--- src/rtl/multi_key_debouncer.sv ---
// -----------------------------------------------------------------------------
// multi_key_debouncer
// Debounces N_KEYS independent mechanical keys on a single system clock.
// A shared sample strobe (tick) paces every channel's debounce FSM, so no
// derived clocks exist.
//
// Ports:
//   clk           in   system clock
//   rst_n         in   asynchronous active-low reset
//   key_raw       in   [N_KEYS] raw asynchronous key pins
//   key_down      out  [N_KEYS] debounced level, 1 = pressed
//   press_pulse   out  [N_KEYS] 1-clk pulse on accepted press
//   release_pulse out  [N_KEYS] 1-clk pulse on accepted release
//   long_press    out  [N_KEYS] 1-clk pulse once per hold after LONG_CNT ticks
//   tick          out  sample strobe, one clk every TICK_DIV clks
// -----------------------------------------------------------------------------
module multi_key_debouncer #(
   parameter int N_KEYS     = 4,
   parameter int F_CLK      = 50000000,
   parameter int F_SAMPLE   = 1000,
   parameter int STABLE_CNT = 20,
   parameter int LONG_CNT   = 1000,
   parameter int ACTIVE_LOW = 1
) (
   input  logic              clk,
   input  logic              rst_n,
   input  logic [N_KEYS-1:0] key_raw,
   output logic [N_KEYS-1:0] key_down,
   output logic [N_KEYS-1:0] press_pulse,
   output logic [N_KEYS-1:0] release_pulse,
   output logic [N_KEYS-1:0] long_press,
   output logic              tick
);

   localparam int TICK_DIV = F_CLK / F_SAMPLE;
   localparam int TW       = (TICK_DIV > 1) ? $clog2(TICK_DIV) : 1;
   localparam int DW       = $clog2(STABLE_CNT + 1);
   localparam int HW       = $clog2(LONG_CNT + 1);

   localparam logic [TW-1:0] TICK_LAST = TW'(TICK_DIV - 1);
   localparam logic [TW-1:0] T_ZERO    = TW'(0);
   localparam logic [TW-1:0] T_ONE     = TW'(1);
   localparam logic [DW-1:0] D_ZERO    = DW'(0);
   localparam logic [DW-1:0] D_ONE     = DW'(1);
   localparam logic [DW-1:0] D_FULL    = DW'(STABLE_CNT);
   localparam logic [HW-1:0] H_ZERO    = HW'(0);
   localparam logic [HW-1:0] H_ONE     = HW'(1);
   localparam logic [HW-1:0] H_FULL    = HW'(LONG_CNT);
   // Raw pin level of a released key; also the synchronizer reset value.
   localparam logic          REL_LVL   = (ACTIVE_LOW != 0) ? 1'b1 : 1'b0;

   typedef enum logic [1:0] {
      ST_IDLE      = 2'd0,
      ST_ARMING    = 2'd1,
      ST_PRESSED   = 2'd2,
      ST_RELEASING = 2'd3
   } state_t;

   logic [N_KEYS-1:0] r_sync1;
   logic [N_KEYS-1:0] r_sync2;
   logic [TW-1:0]     r_tick_cnt;
   logic              r_tick;
   state_t            r_state [N_KEYS];
   logic [DW-1:0]     r_dcnt  [N_KEYS];
   logic [HW-1:0]     r_hcnt  [N_KEYS];
   logic [N_KEYS-1:0] r_down;
   logic [N_KEYS-1:0] r_press;
   logic [N_KEYS-1:0] r_release;
   logic [N_KEYS-1:0] r_long;

   logic [N_KEYS-1:0] w_act;
   logic [DW-1:0]     w_dnext [N_KEYS];
   logic [HW-1:0]     w_hnext [N_KEYS];

   // Normalise polarity so that 1 always means pressed.
   assign w_act = r_sync2 ^ {N_KEYS{REL_LVL}};

   // Incremented counter values shared by the FSM branches.
   always_comb begin
      for (int i = 0; i < N_KEYS; i++) begin
         w_dnext[i] = r_dcnt[i] + D_ONE;
         w_hnext[i] = r_hcnt[i] + H_ONE;
      end
   end

   // Two-flop synchronizer per key.
   always_ff @(posedge clk or negedge rst_n) begin
      if (!rst_n) begin
         r_sync1 <= {N_KEYS{REL_LVL}};
         r_sync2 <= {N_KEYS{REL_LVL}};
      end else begin
         r_sync1 <= key_raw;
         r_sync2 <= r_sync1;
      end
   end

   // Sample strobe divider; the strobe is registered so it rises TICK_DIV clks after reset.
   always_ff @(posedge clk or negedge rst_n) begin
      if (!rst_n) begin
         r_tick_cnt <= T_ZERO;
         r_tick     <= 1'b0;
      end else if (r_tick_cnt == TICK_LAST) begin
         r_tick_cnt <= T_ZERO;
         r_tick     <= 1'b1;
      end else begin
         r_tick_cnt <= r_tick_cnt + T_ONE;
         r_tick     <= 1'b0;
      end
   end

   // Per-channel debounce FSM with registered level and pulse outputs; advances only on tick.
   always_ff @(posedge clk or negedge rst_n) begin
      if (!rst_n) begin
         for (int i = 0; i < N_KEYS; i++) begin
            r_state[i] <= ST_IDLE;
            r_dcnt[i]  <= D_ZERO;
            r_hcnt[i]  <= H_ZERO;
         end
         r_down    <= {N_KEYS{1'b0}};
         r_press   <= {N_KEYS{1'b0}};
         r_release <= {N_KEYS{1'b0}};
         r_long    <= {N_KEYS{1'b0}};
      end else begin
         for (int i = 0; i < N_KEYS; i++) begin
            r_press[i]   <= 1'b0;
            r_release[i] <= 1'b0;
            r_long[i]    <= 1'b0;
            if (r_tick) begin
               case (r_state[i])
                  ST_IDLE: begin
                     if (w_act[i]) begin
                        if (STABLE_CNT == 1) begin
                           r_state[i] <= ST_PRESSED;
                           r_dcnt[i]  <= D_ZERO;
                           r_hcnt[i]  <= H_ONE;
                           r_press[i] <= 1'b1;
                           r_down[i]  <= 1'b1;
                        end else begin
                           r_state[i] <= ST_ARMING;
                           r_dcnt[i]  <= D_ONE;
                        end
                     end
                  end
                  ST_ARMING: begin
                     if (w_act[i]) begin
                        if (w_dnext[i] == D_FULL) begin
                           r_state[i] <= ST_PRESSED;
                           r_dcnt[i]  <= D_ZERO;
                           r_hcnt[i]  <= H_ONE;
                           r_press[i] <= 1'b1;
                           r_down[i]  <= 1'b1;
                        end else begin
                           r_dcnt[i] <= w_dnext[i];
                        end
                     end else begin
                        r_state[i] <= ST_IDLE;
                        r_dcnt[i]  <= D_ZERO;
                     end
                  end
                  ST_PRESSED: begin
                     if (w_act[i]) begin
                        // Saturating hold count; the pulse fires only on the step that reaches LONG_CNT.
                        if (r_hcnt[i] != H_FULL) begin
                           r_hcnt[i] <= w_hnext[i];
                           r_long[i] <= (w_hnext[i] == H_FULL);
                        end
                     end else if (STABLE_CNT == 1) begin
                        r_state[i]   <= ST_IDLE;
                        r_dcnt[i]    <= D_ZERO;
                        r_hcnt[i]    <= H_ZERO;
                        r_release[i] <= 1'b1;
                        r_down[i]    <= 1'b0;
                     end else begin
                        r_state[i] <= ST_RELEASING;
                        r_dcnt[i]  <= D_ONE;
                     end
                  end
                  ST_RELEASING: begin
                     if (!w_act[i]) begin
                        if (w_dnext[i] == D_FULL) begin
                           r_state[i]   <= ST_IDLE;
                           r_dcnt[i]    <= D_ZERO;
                           r_hcnt[i]    <= H_ZERO;
                           r_release[i] <= 1'b1;
                           r_down[i]    <= 1'b0;
                        end else begin
                           r_dcnt[i] <= w_dnext[i];
                        end
                     end else begin
                        // Bounce back to pressed: the hold continues, hcnt is kept.
                        r_state[i] <= ST_PRESSED;
                        r_dcnt[i]  <= D_ZERO;
                     end
                  end
                  default: begin
                     r_state[i] <= ST_IDLE;
                     r_dcnt[i]  <= D_ZERO;
                     r_hcnt[i]  <= H_ZERO;
                     r_down[i]  <= 1'b0;
                  end
               endcase
            end
         end
      end
   end

   assign key_down      = r_down;
   assign press_pulse   = r_press;
   assign release_pulse = r_release;
   assign long_press    = r_long;
   assign tick          = r_tick;

endmodule

--- config.mk ---
export PLATFORM = sky130hd
export DESIGN_NAME = multi_key_debouncer
export DESIGN_NICKNAME = d
export VERILOG_FILES = /design/src/rtl/multi_key_debouncer.sv
export SDC_FILE = /design/constraint.sdc
export NUM_CORES = 1
export LEC_CHECK = 0
export CORE_ASPECT_RATIO = 1.5
export CORE_MARGIN = 2
export CORE_UTILIZATION = 59
export DETAILED_ROUTE_END_ITERATION = 8
export GPL_ROUTABILITY_DRIVEN = 1
export GPL_TIMING_DRIVEN = 0
export PLACE_DENSITY = 0.74
export SKIP_LAST_GASP = 1
export SYNTH_ARGS = -nofsm -noshare
export SYNTH_HDL_FRONTEND = slang
export SYNTH_SLANG_ARGS = --single-unit
--- constraint.sdc ---
create_clock -name clk -period 2.9 [get_ports clk]
set_input_delay 0.725 -clock clk [delete_from_list [all_inputs] [get_ports clk]]
set_output_delay 0.725 -clock clk [all_outputs]
set_load 0.02 [all_outputs]
; ---- Word level (Yosys, flattened, before mapping)
; Index checks and enable logic that the tools add are counted.
; Widths: inputs -> output; s select.
[op_classes]
reduce_logical = 28
eq_ne = 65
add_sub_neg = 9
bitwise = 1
n_mux = 146
[op_table]
columns = operator, count
row1 = $mux 10, 24
row2 = $pmux 10 s3, 4
row3 = $mux 5, 20
row4 = $pmux 5 s4, 4
row5 = $ne 2x2->1 const B, 32
row6 = $mux 1, 61
row7 = $mux 2, 24
row8 = $add 10x1->10 const B, 4
row9 = $eq 10x10->1 const B, 4
row10 = $ne 10x10->1 const B, 4
row11 = $pmux 2 s4, 4
row12 = $reduce_and 8->1, 4
row13 = $ne 3x3->1 const B, 8
row14 = $reduce_and 6->1, 4
row15 = $add 5x1->5 const B, 4
row16 = $eq 5x5->1 const B, 4
row17 = $reduce_and 5->1, 4
row18 = $add 16x1->16 const B, 1
row19 = $eq 16x16->1 const B, 1
row20 = $eq 2x2->1 const B, 8
row21 = $mux 16, 1
row22 = $reduce_and 3->1, 4
row23 = $reduce_bool 3->1, 4
row24 = $eq 2x1->1 const B, 4
row25 = 4 further kinds, 13
[word_totals]
in_bits = 6
word_cells = 272
out_inout_bits = 17
register_bits = 109

; ---- Logic depth before layout (Yosys ltp)
[logic_depth]
depth_word = 6
mapped_depth = 8
ltp_nobuf = 7

; ---- Least setup slack after synthesis
; No wires, ideal clock.
[synth_path]
path_type = register to register
start = register r_dcnt[0] (netlist bit)
end = register r_hcnt[0] (netlist bit)
setup_time_ns = 0.127
t_required_ns = 2.773
path_buffers = 0
path_stages_with_launch = 7
period_less_slack_ns = 2.120
arrival_ns = 1.992
slack_ns = 0.780
cell_sequence = dfrtp_1 ha_1 nand2b_1 nor3_1 a41oi_4 o31ai_4 mux2_1
[synth_between]
elab_chain_len = 4
elab_cells_between_ends = 5
classes_between = add/sub: 1 / eq/ne: 3 / reduce/logical: 1
[synth_lines]
columns = element, line
row1 = start: declaration, 64  ; logic [DW-1:0] r_dcnt [N_KEYS];
row2 = start signal: indexed assignment, 153  ; r_dcnt[i] <= w_dnext[i];
row3 = start signal: indexed assignment, 187  ; r_dcnt[i] <= w_dnext[i];
row4 = $add 5x1->5 *, 81  ; w_dnext[i] = r_dcnt[i] + D_ONE;
row5 = $eq 5x5->1 *, "146, 180"
row6 = $ne 2x2->1 (no source line), n/a
row7 = $reduce_and 8->1 (no source line) *, n/a
row8 = end signal: indexed assignment, 164  ; r_hcnt[i] <= w_hnext[i];
row9 = end: declaration, 65  ; logic [HW-1:0] r_hcnt [N_KEYS];
; Mark *: on every way between the ends. The rest lies on a longest branch, timed or not.
; A chain may end at the register's enable or synchronous reset.

; ---- Worst setup path in the final report
; Same ends and word-level chain as after synthesis.

==> flow_summary_export.csv <==
group,metric,value,unit
worst_setup_path,r2r_end,"r_hcnt[0]",
sta,finalHoldViolations,0,
die,ioPinCount,23,
hold_path,holdPathEnd,"r_sync2[2]",
grt,grt_overflow,0,
worst_setup_path,r2r_slack,0.51,ns
synthesis,yosysTopAreaCell,"dfrtp_1",
synthesis,yosys.cell_count.top_type,"dfrtp_1",
synthesis,netlist.area_leader.share,0.424,
sta,slew_viol_final,0,
synthesis,synthTopCellsByCount,"101 x dfrtp_1, 76 x nand2_1, 63 x o21ai_0",
grt,antenna_found_initial,0,
worst_setup_path,worst_setup_path_start_kind,"flop",
grt,grt_pass1_vias,4630,
die,die_h,127,um
sta,relSlewSlack,0.602,
worst_setup_path,crit_fanout,10,
synthesis,synthFlopType,"dfrtp_1",
detailed_routing,wl_per_cell,14.7,um
cells_and_area,fin_area,6650,um^2
worst_setup_path,timing.rr.start,"r_dcnt[0]",
sta,max_freq,0.418,GHz
synthesis,synth_cell_types,68,
sta,worst_pin_slew,0.597,ns
hold_path,min_from,"r_sync1[2]",
synthesis,synthArstFlopShare,1.00,
cells_and_area,diodes,0,
detailed_routing,drtPass1Iterations,5,
die,core_area,9970,um^2
synthesis,ys_ff_latch,109,
place,io_buffers,22,
die,num_rows,45,
pwr,peakVddDrop,0.000323,V
sta,skew,0.00785,ns
clock_tree,numCtsBuffers,9,
synthesis,ys_warn_count,0,
hold_path,hold_depth,0,
grt,grt_max_degree,65,
grt,grt_pass1_wl,20.7,mm
hold_path,min_path_type,"flop to flop",
flow_run,drv_cap,0,
clock_tree,ctsResizeCount,0,
sta,period_share,0.825,
detailed_routing,first_iter_violations,229,
clock_tree,clk_path_buf_depth,2,
worst_setup_path,critPathCaptureType,"flop",
synthesis,syn_nets,681,
place,post-dp-hpwl,8.45,mm
place,dpl.cell_count,796,
sta,rsz0062_at_grt,"false",
cells_and_area,final_cells,812,
sta,min_period,2.39,ns
sta,finalSetupViolCount,0,
place,gp_congestion,0.849,
die,die_w,86.1,um
worst_setup_path,worstPathArrival,2.62,ns
worst_setup_path,required,3.13,ns
grt,grt.total_usage,0.232,
cells_and_area,drive_above_1_share,0.0633,
worst_setup_path,r2r_cells,6,
synthesis,synthTopCellsByArea,"dfrtp_1 42%, o21ai_0 5.3%, nand2_1 4.8%",
synthesis,syn-cell-area,5960,um^2
cells_and_area,area_delta_synth_final,11.5,%
cells_and_area,nets,715,
clock_tree,cts-root-buf,"clkbuf_16",
outcome,status,"complete, no violations",
die,dieArea,10900,um^2
detailed_routing,via_per_inst,6.01,
synthesis,ys_seq_area_frac,0.459,
synthesis,avgSynthCellArea,9.09,um^2
synthesis,synth-edff-count,0,
pwr,p_leak,2.70,nW
detailed_routing,route.vias.total,4877,
clock_tree,tritoncts,"yes",
clock_tree,clk_latency,0.35,ns
detailed_routing,detail-route-antenna-nets,0,
worst_setup_path,criticalPathCategory,"flop to flop",
clock_tree,clock_sinks,109,
place,place_area,6360,um^2
clock_tree,h-tree-depth,3,
clock_tree,post_cts_buffers,0,
clock_tree,clkSlewWorstSetupHoldPaths,0.07,ns
die,start_util,0.598,
detailed_routing,wl,12.0,mm
clock_tree,hold_buffers,0,
synthesis,synthCells,656,
pwr,powerDensity,420,nW/um^2
detailed_routing,drc,0,
==> cells by family after synthesis <==
kind of cell	after synthesis	synth area share
AOI/OAI and AO/OA	173	0.182
xor gates and xnor gates	28	0.0411
adders and majority gates	19	0.0399
buffers and inverters	53	0.0355
DFF	109	0.459
muxes	8	0.0145
and+or+nand+nor	266	0.228
==> area by class of cell <==
cell class / instances / area, um^2
flip-flops and latches: 109 / 2740
inverters: 27 / 101
multi-input cells: 494 / 3020
clock buffers: 12 / 246
fillers: 804 / 3320
clock inverters: 4 / 47.5
repair buffers: 23 / 245
well taps: 117 / 146
plain buffers: 26 / 110
==> metal layers <==
| metal | vias up | global-route usage | share of wire |
|---|---|---|---|
| met5 | - | 0 | 0 |
| met4 | 0 | 0.0924 | 0.019 |
| met3 | 16 | 0.0375 | 0.030 |
| met2 | 70 | 0.399 | 0.51 |
| met1 | 2369 | 0.289 | 0.44 |
| li1 | 2422 | - | - |
==> critical path, stage by stage (launching register included) <==
cell	delay (ns)
dfrtp_1	0.45
ha_1	0.28
nand2b_1	0.20
nor3_1	0.32
a41oi_4	0.12
o31ai_4	0.55
mux2_1	0.37
==> power breakdown <==
part | switching [mW] | internal (mW) | leakage [nW]
registers | 0.00362 | 1.53 | 1.48
clock network | 0.519 | 0.691 | 0.143
logic | 0.0370 | 0.0129 | 1.08
total | 0.560 | 2.23 | 2.70
==> sequential cells by signal, indices dropped and copies added, names as in the netlist, named ones only <==
signal,count
r_dcnt,20
tick,1
key_down,4
press_pulse,4
r_sync2,4
r_tick_cnt,16
long_press,4
r_sync1,4
release_pulse,4
r_state,4
r_hcnt,40
==> cell usage in the layout, fill, tap and decap left out, types with 3 or more instances in the layout <==
cell type,n
ha_1,19
nand2_1,76
a31oi_1,26
mux2i_1,3
nor2b_1,9
nor2_1,49
a32o_1,5
buf_2,4
inv_1,26
a21boi_0,3
a21oi_1,32
xor2_1,11
dfstp_2,8
nand2b_1,13
clkdlybuf4s50_1,21
nor3_1,20
nor4b_1,3
clkbuf_16,9
o31ai_1,8
and4_1,3
and2_1,5
o21ai_0,63
and3_1,16
a2bb2oi_1,4
nand4_1,12
xnor2_1,17
mux2_2,3
nor3b_1,3
nand3_1,32
o21ai_1,8
o211ai_1,3
nor4bb_1,3
nor4_1,5
clkbuf_1,21
dfrtp_1,101
==> how the worst max path moves through the flow <==
stage               from    endpoint  slack (ns)  cells after the start
6_report       r_dcnt[0]   r_hcnt[0]        0.51                      6
5_1_grt        r_dcnt[0]   r_hcnt[0]        0.40                      6
3_5_place_dp   r_dcnt[0]   r_hcnt[0]        0.54                      6
4_1_cts        r_dcnt[0]   r_hcnt[0]        0.52                      6
2_1_floorplan  r_dcnt[0]   r_hcnt[0]        0.78                      6
3_3_place_gp       rst_n  r_hcnt[13]       -3.02                      1
==> per-stage QoR <==
step | power, mW | setup WS [ns] | utilization | hold slack, ns | setup TNS (ns)
finish | 2.79 | 0.508 | 0.667 | 0.349 | 0
global placement | 1.61 | -3.02 | 0.635 | 0.346 | -317.83
CTS | 2.83 | 0.521 | 0.667 | 0.352 | 0
floorplan | 1.57 | 0.780 | - | 0.345 | 0
detailed placement | 1.61 | 0.545 | 0.638 | 0.347 | 0
global route | 2.89 | 0.396 | 0.667 | 0.364 | 0
(Power assumes the default switching activity.)
==> patch 1: new RTL, same flow settings <==
Compare `r_tick_cnt` against `TICK_LAST` with >= in place of ==.
--- a/src/rtl/multi_key_debouncer.sv
+++ b/src/rtl/multi_key_debouncer.sv
@@ -99,7 +99,7 @@
       if (!rst_n) begin
          r_tick_cnt <= T_ZERO;
          r_tick     <= 1'b0;
-      end else if (r_tick_cnt == TICK_LAST) begin
+      end else if (r_tick_cnt >= TICK_LAST) begin
          r_tick_cnt <= T_ZERO;
          r_tick     <= 1'b1;
       end else begin
Formal check against the unedited RTL: same outputs for any inputs over 10 cycles, from zero or initial values and one cycle with rst_n low; that may be too few to reach the edited logic, so the function may still have changed.
==> patch 1 against the original RTL <==
  * Cell area grew 0.75%
  * Synthesized cell count shrank 0.91%
  * Setup slack improved by 0.012 ns
  * Sequential cell count did not move
  * Die area up 0.60%
  * Total power up 2.5%
  * Synthesized area increased by 0.63%
  * Wire length barely moved
  * Largest cell class unchanged
  * Highest routed layer unchanged
==> patch 1: results <==
[routing]
drt_iter0_markers = 309
vias_per_cell = 6.062
wl_per_cell_um = 14.84

[power_and_ir_drop]
comb-power_uw = 50.6
p_leak_uw = 0.002705
pg_clk_uw = 1280
ir_drop_mv = 0.2876
p_sw_uw = 572.6

[synth]
synth_compound_area_share_pct = 17.91
yosysUniqueCellTypes = 69
synthTopCellsByCount = dfrtp_1, o21ai_0, nand2_1
synth_area_leaders = dfrtp_1, o21ai_0, nand2_1
syn_nets = 673
synth-adder-area-share_pct = 3.544
synthMuxAreaShare_pct = 1.459
syn_inst = 650
yosysSeqAreaShare_pct = 45.61
synthXorXnorAreaFrac_pct = 3.940

[global_route]
grt_usage_pct = 23.48
first_global_vias = 4807
grt_first_pass_wirelength_um = 21180
grt_max_degree = 66

[cells_and_area]
instances_no_fill = 805
drive_gt1_share_pct = 9.448
fill_cells = 813
nNetsFinal = 707

[setup_path]
r2r_start = r_dcnt[0]
slowest_delay_ns = 0.51
cp-endpoint = r_hcnt[9]
arrival_ns = 2.61

[min_path]
worstHoldStart = r_sync1[0]
hold_path_end = r_sync2[0]

[clock_network]
cts-root-buf = clkbuf_16
numCtsBuffers = 9

[timing]
holdWs_ns = 0.3560
slew_headroom_pct = 56.37
fmax_ghz = 0.4201
clock_skew_ns = 0.007217

[place]
pre_cts_slack_ns = 0.5587
gp_congestion = 0.8849
dpl.hpwl_um = 8597
dp.cells = 790
place_area_um2 = 6394

[outcome]
outcome = finished clean
## patch 1: cell type report
class | count | share of cell area [%]
clock inverter | 5 | 1.158
inverter | 37 | 2.073
clock buffer | 10 | 3.417
sequential | 109 | 40.86
multi-input combinational | 479 | 44.67
tap | 117 | 2.185
timing repair buffer | 23 | 3.660
buffer | 25 | 1.979
## patch 1: metrics by stage
stage          TNS [ns]  total power, µW  utilization, %
3_3_place_gp    -314.11             1612           63.55
5_1_grt               0             2951           66.85
4_1_cts               0             2888           66.85
6_report              0             2865           66.85
2_1_floorplan         0             1572               -
3_5_place_dp          0             1617           63.80
## patch 1: logic make-up after synthesis
family	count (synthesis)
DFF	109
adders and majority gates	17
AOI/OAI and AO/OA	169
and+or+nand+nor	258
xor gates and xnor gates	27
muxes	8
buffers and inverters	62
## patch 1: layer usage
layer  GRT usage [%]  routed length (µm)  vias up
met5               0                   0        -
met4           8.640                 250        0
met3           4.328                 388       19
met2           41.45                6340      103
met1           28.20                4971     2373
li1                -                   -     2385
==> patch 2: new RTL, same settings <==
Made on the original files. Set the parameter `N_KEYS` to 8 (it was 4).
--- a/src/rtl/multi_key_debouncer.sv
+++ b/src/rtl/multi_key_debouncer.sv
@@ -15,7 +15,7 @@
 //   tick          out  sample strobe, one clk every TICK_DIV clks
 // -----------------------------------------------------------------------------
 module multi_key_debouncer #(
-   parameter int N_KEYS     = 4,
+   parameter int N_KEYS     = 8,
    parameter int F_CLK      = 50000000,
    parameter int F_SAMPLE   = 1000,
    parameter int STABLE_CNT = 20,
Ports: changed (5 resized); port bits go from 23 to 43. No check against the original RTL was run, so the function may have changed too.
==> patch 2 against the original RTL <==
  * Combinational power is 79% higher
  * Wire length rose by 100%
  * Total power rose by 110%
  * Cell area is 93% higher
  * Worst hold slack got worse by 0.16 ns
  * Core utilization is 0.91 points higher
  * Setup slack lost 0.27 ns
  * Sequential cell count increased by 92
  * Synthesized area rose by 90%
  * Largest cell class unchanged
==> patch 2: results <==
[global_route]
grt_usage_pct = 24.39
grt_first_pass_wirelength_um = 41590
antenna_found_initial = 0
first_global_vias = 9158
grt_max_degree = 118

[setup_path]
cp_slowest_cell = dfrtp_1
arrival_ns = 3.03
slowest_delay_ns = 0.65
crit_path_max_fanout = 10
crit_family = buffers and inverters

[clock_network]
cts.clk_slew.worst_paths_ns = 0.07
hold_buffers = 0
numCtsBuffers = 21
clk_latency_ns = 0.50
clock_tree.buffer_depth = 3
cts_setup_buffers = 0
ctsResizeCount = 2
htree_levels = 1

[routing]
vias = 9464
drt_iter0_markers = 560
vias_per_cell = 6.001
first_pass_iters = 5
drt_wl_total_um = 23920

[cells_and_area]
top_regs = r_hcnt x80, r_dcnt x40, r_tick_cnt x16
drive_gt1_share_pct = 7.343
nNetsFinal = 1359
fill_cells = 1562

[synth]
synthTopCellsByCount = dfrtp_1, o21ai_0, nand2_1
syn_nets = 1293
yosysSeqAreaShare_pct = 44.62
async_reset_ff_share_pct = 100.0
synth_area_leaders = dfrtp_1, o21ai_0, ha_1
syn_area_per_cell_um2 = 9.120
yosysUniqueCellTypes = 76

[timing]
clock_skew_ns = 0.01268
slew_headroom_pct = 46.52

[power_and_ir_drop]
p_leak_uw = 0.005248
ir_drop_mv = 0.4199

[place]
gp_congestion = 0.8908
io_buffer_count = 42
dpl.hpwl_um = 16410
dp.cells = 1540

[min_path]
hold_path.class = input port to asynchronous set/reset pin

[outcome]
outcome = finished clean
-- patch 2: cell count changes after synthesis, moves of 12 or more --
cell | unedited run | this run
nand2_1 | 76 | 137
clkbuf_1 | 19 | 44
nand3_1 | 32 | 55
ha_1 | 19 | 42
dfrtp_1 | 101 | 185
nor2_1 | 49 | 68
a31oi_1 | 26 | 38
and2_1 | 5 | 20
o31ai_1 | 8 | 25
o21ai_0 | 63 | 140
a21oi_1 | 32 | 49
nand4_1 | 12 | 32
inv_1 | 26 | 49
nor2b_1 | 9 | 24
-- patch 2: metrics by stage --
step                      setup slack (ns)  cell area (µm²)  util (%)  total power, µW
after global routing               0.08352            12860     67.64             6046
final                               0.2382            12860     67.64             5851
after floorplan                     0.6095            11320         -             2898
after detailed placement          -0.03458            12090     63.62             2978
after CTS                           0.1539            12850     67.61             5926
after global placement              -7.295            12060     63.45             2974
-- patch 2: final cells by class --
type / instances / area (µm²) / area share [%]
Multi-Input combinational cell: 937 / 5872 / 45.67
Sequential cell: 201 / 5050 / 39.28
Clock buffer: 27 / 588.1 / 4.574
Timing Repair Buffer: 43 / 452.9 / 3.523
Tap cell: 256 / 320.3 / 2.491
Buffer: 54 / 221.5 / 1.723
Inverter: 49 / 183.9 / 1.431
Clock inverter: 10 / 167.7 / 1.304
-- patch 2: power breakdown --
part           internal (µW)  leakage, µW  switching (µW)
Sequential              2820      0.00274            8.18
Combinational           21.9      0.00214            67.5
Clock                   1800     0.000368            1130
-- patch 2: worst paths after layout --
| path | from | cells past startpoint | slack (ns) | endpoint |
|---|---|---|---|---|
| max in group asynchronous | rst_n | 2 | 1.70 | r_hcnt[29] |
| worst max-delay path | tick | 6 | 0.24 | r_dcnt[12] |
| worst min register to register | r_sync1[5] | 0 | 0.36 | r_sync2[5] |
| worst max register to register | tick | 6 | 0.24 | r_dcnt[12] |
| worst min-delay path | rst_n | 1 | 0.19 | r_hcnt[58] |
| min in group clk | r_sync1[5] | 0 | 0.36 | r_sync2[5] |
-- patch 2: layer usage --
| layer | vias to the layer above | part of all wire, % | GRT usage [%] |
|---|---|---|---|
| met1 | 4603 | 42 | 30.39 |
| met4 | 0 | 2.4 | 7.745 |
| met5 | - | 0 | 0 |
| met2 | 143 | 53 | 43.52 |
| li1 | 4677 | - | - |
| met3 | 41 | 2.8 | 2.797 |
-- patch 2: cell families after synthesis --
| kind of cell | after synthesis | synth area share [%] |
|---|---|---|
| XOR/XNOR | 35 | 2.708 |
| AND/OR/NAND/NOR | 494 | 23.12 |
| multiplexers | 15 | 1.404 |
| adder cells (fa/ha/maj) | 42 | 4.643 |
| buffers and inverters | 103 | 3.549 |
| AO/OA/AOI/OAI | 351 | 19.96 |
| flip-flops | 201 | 44.62 |
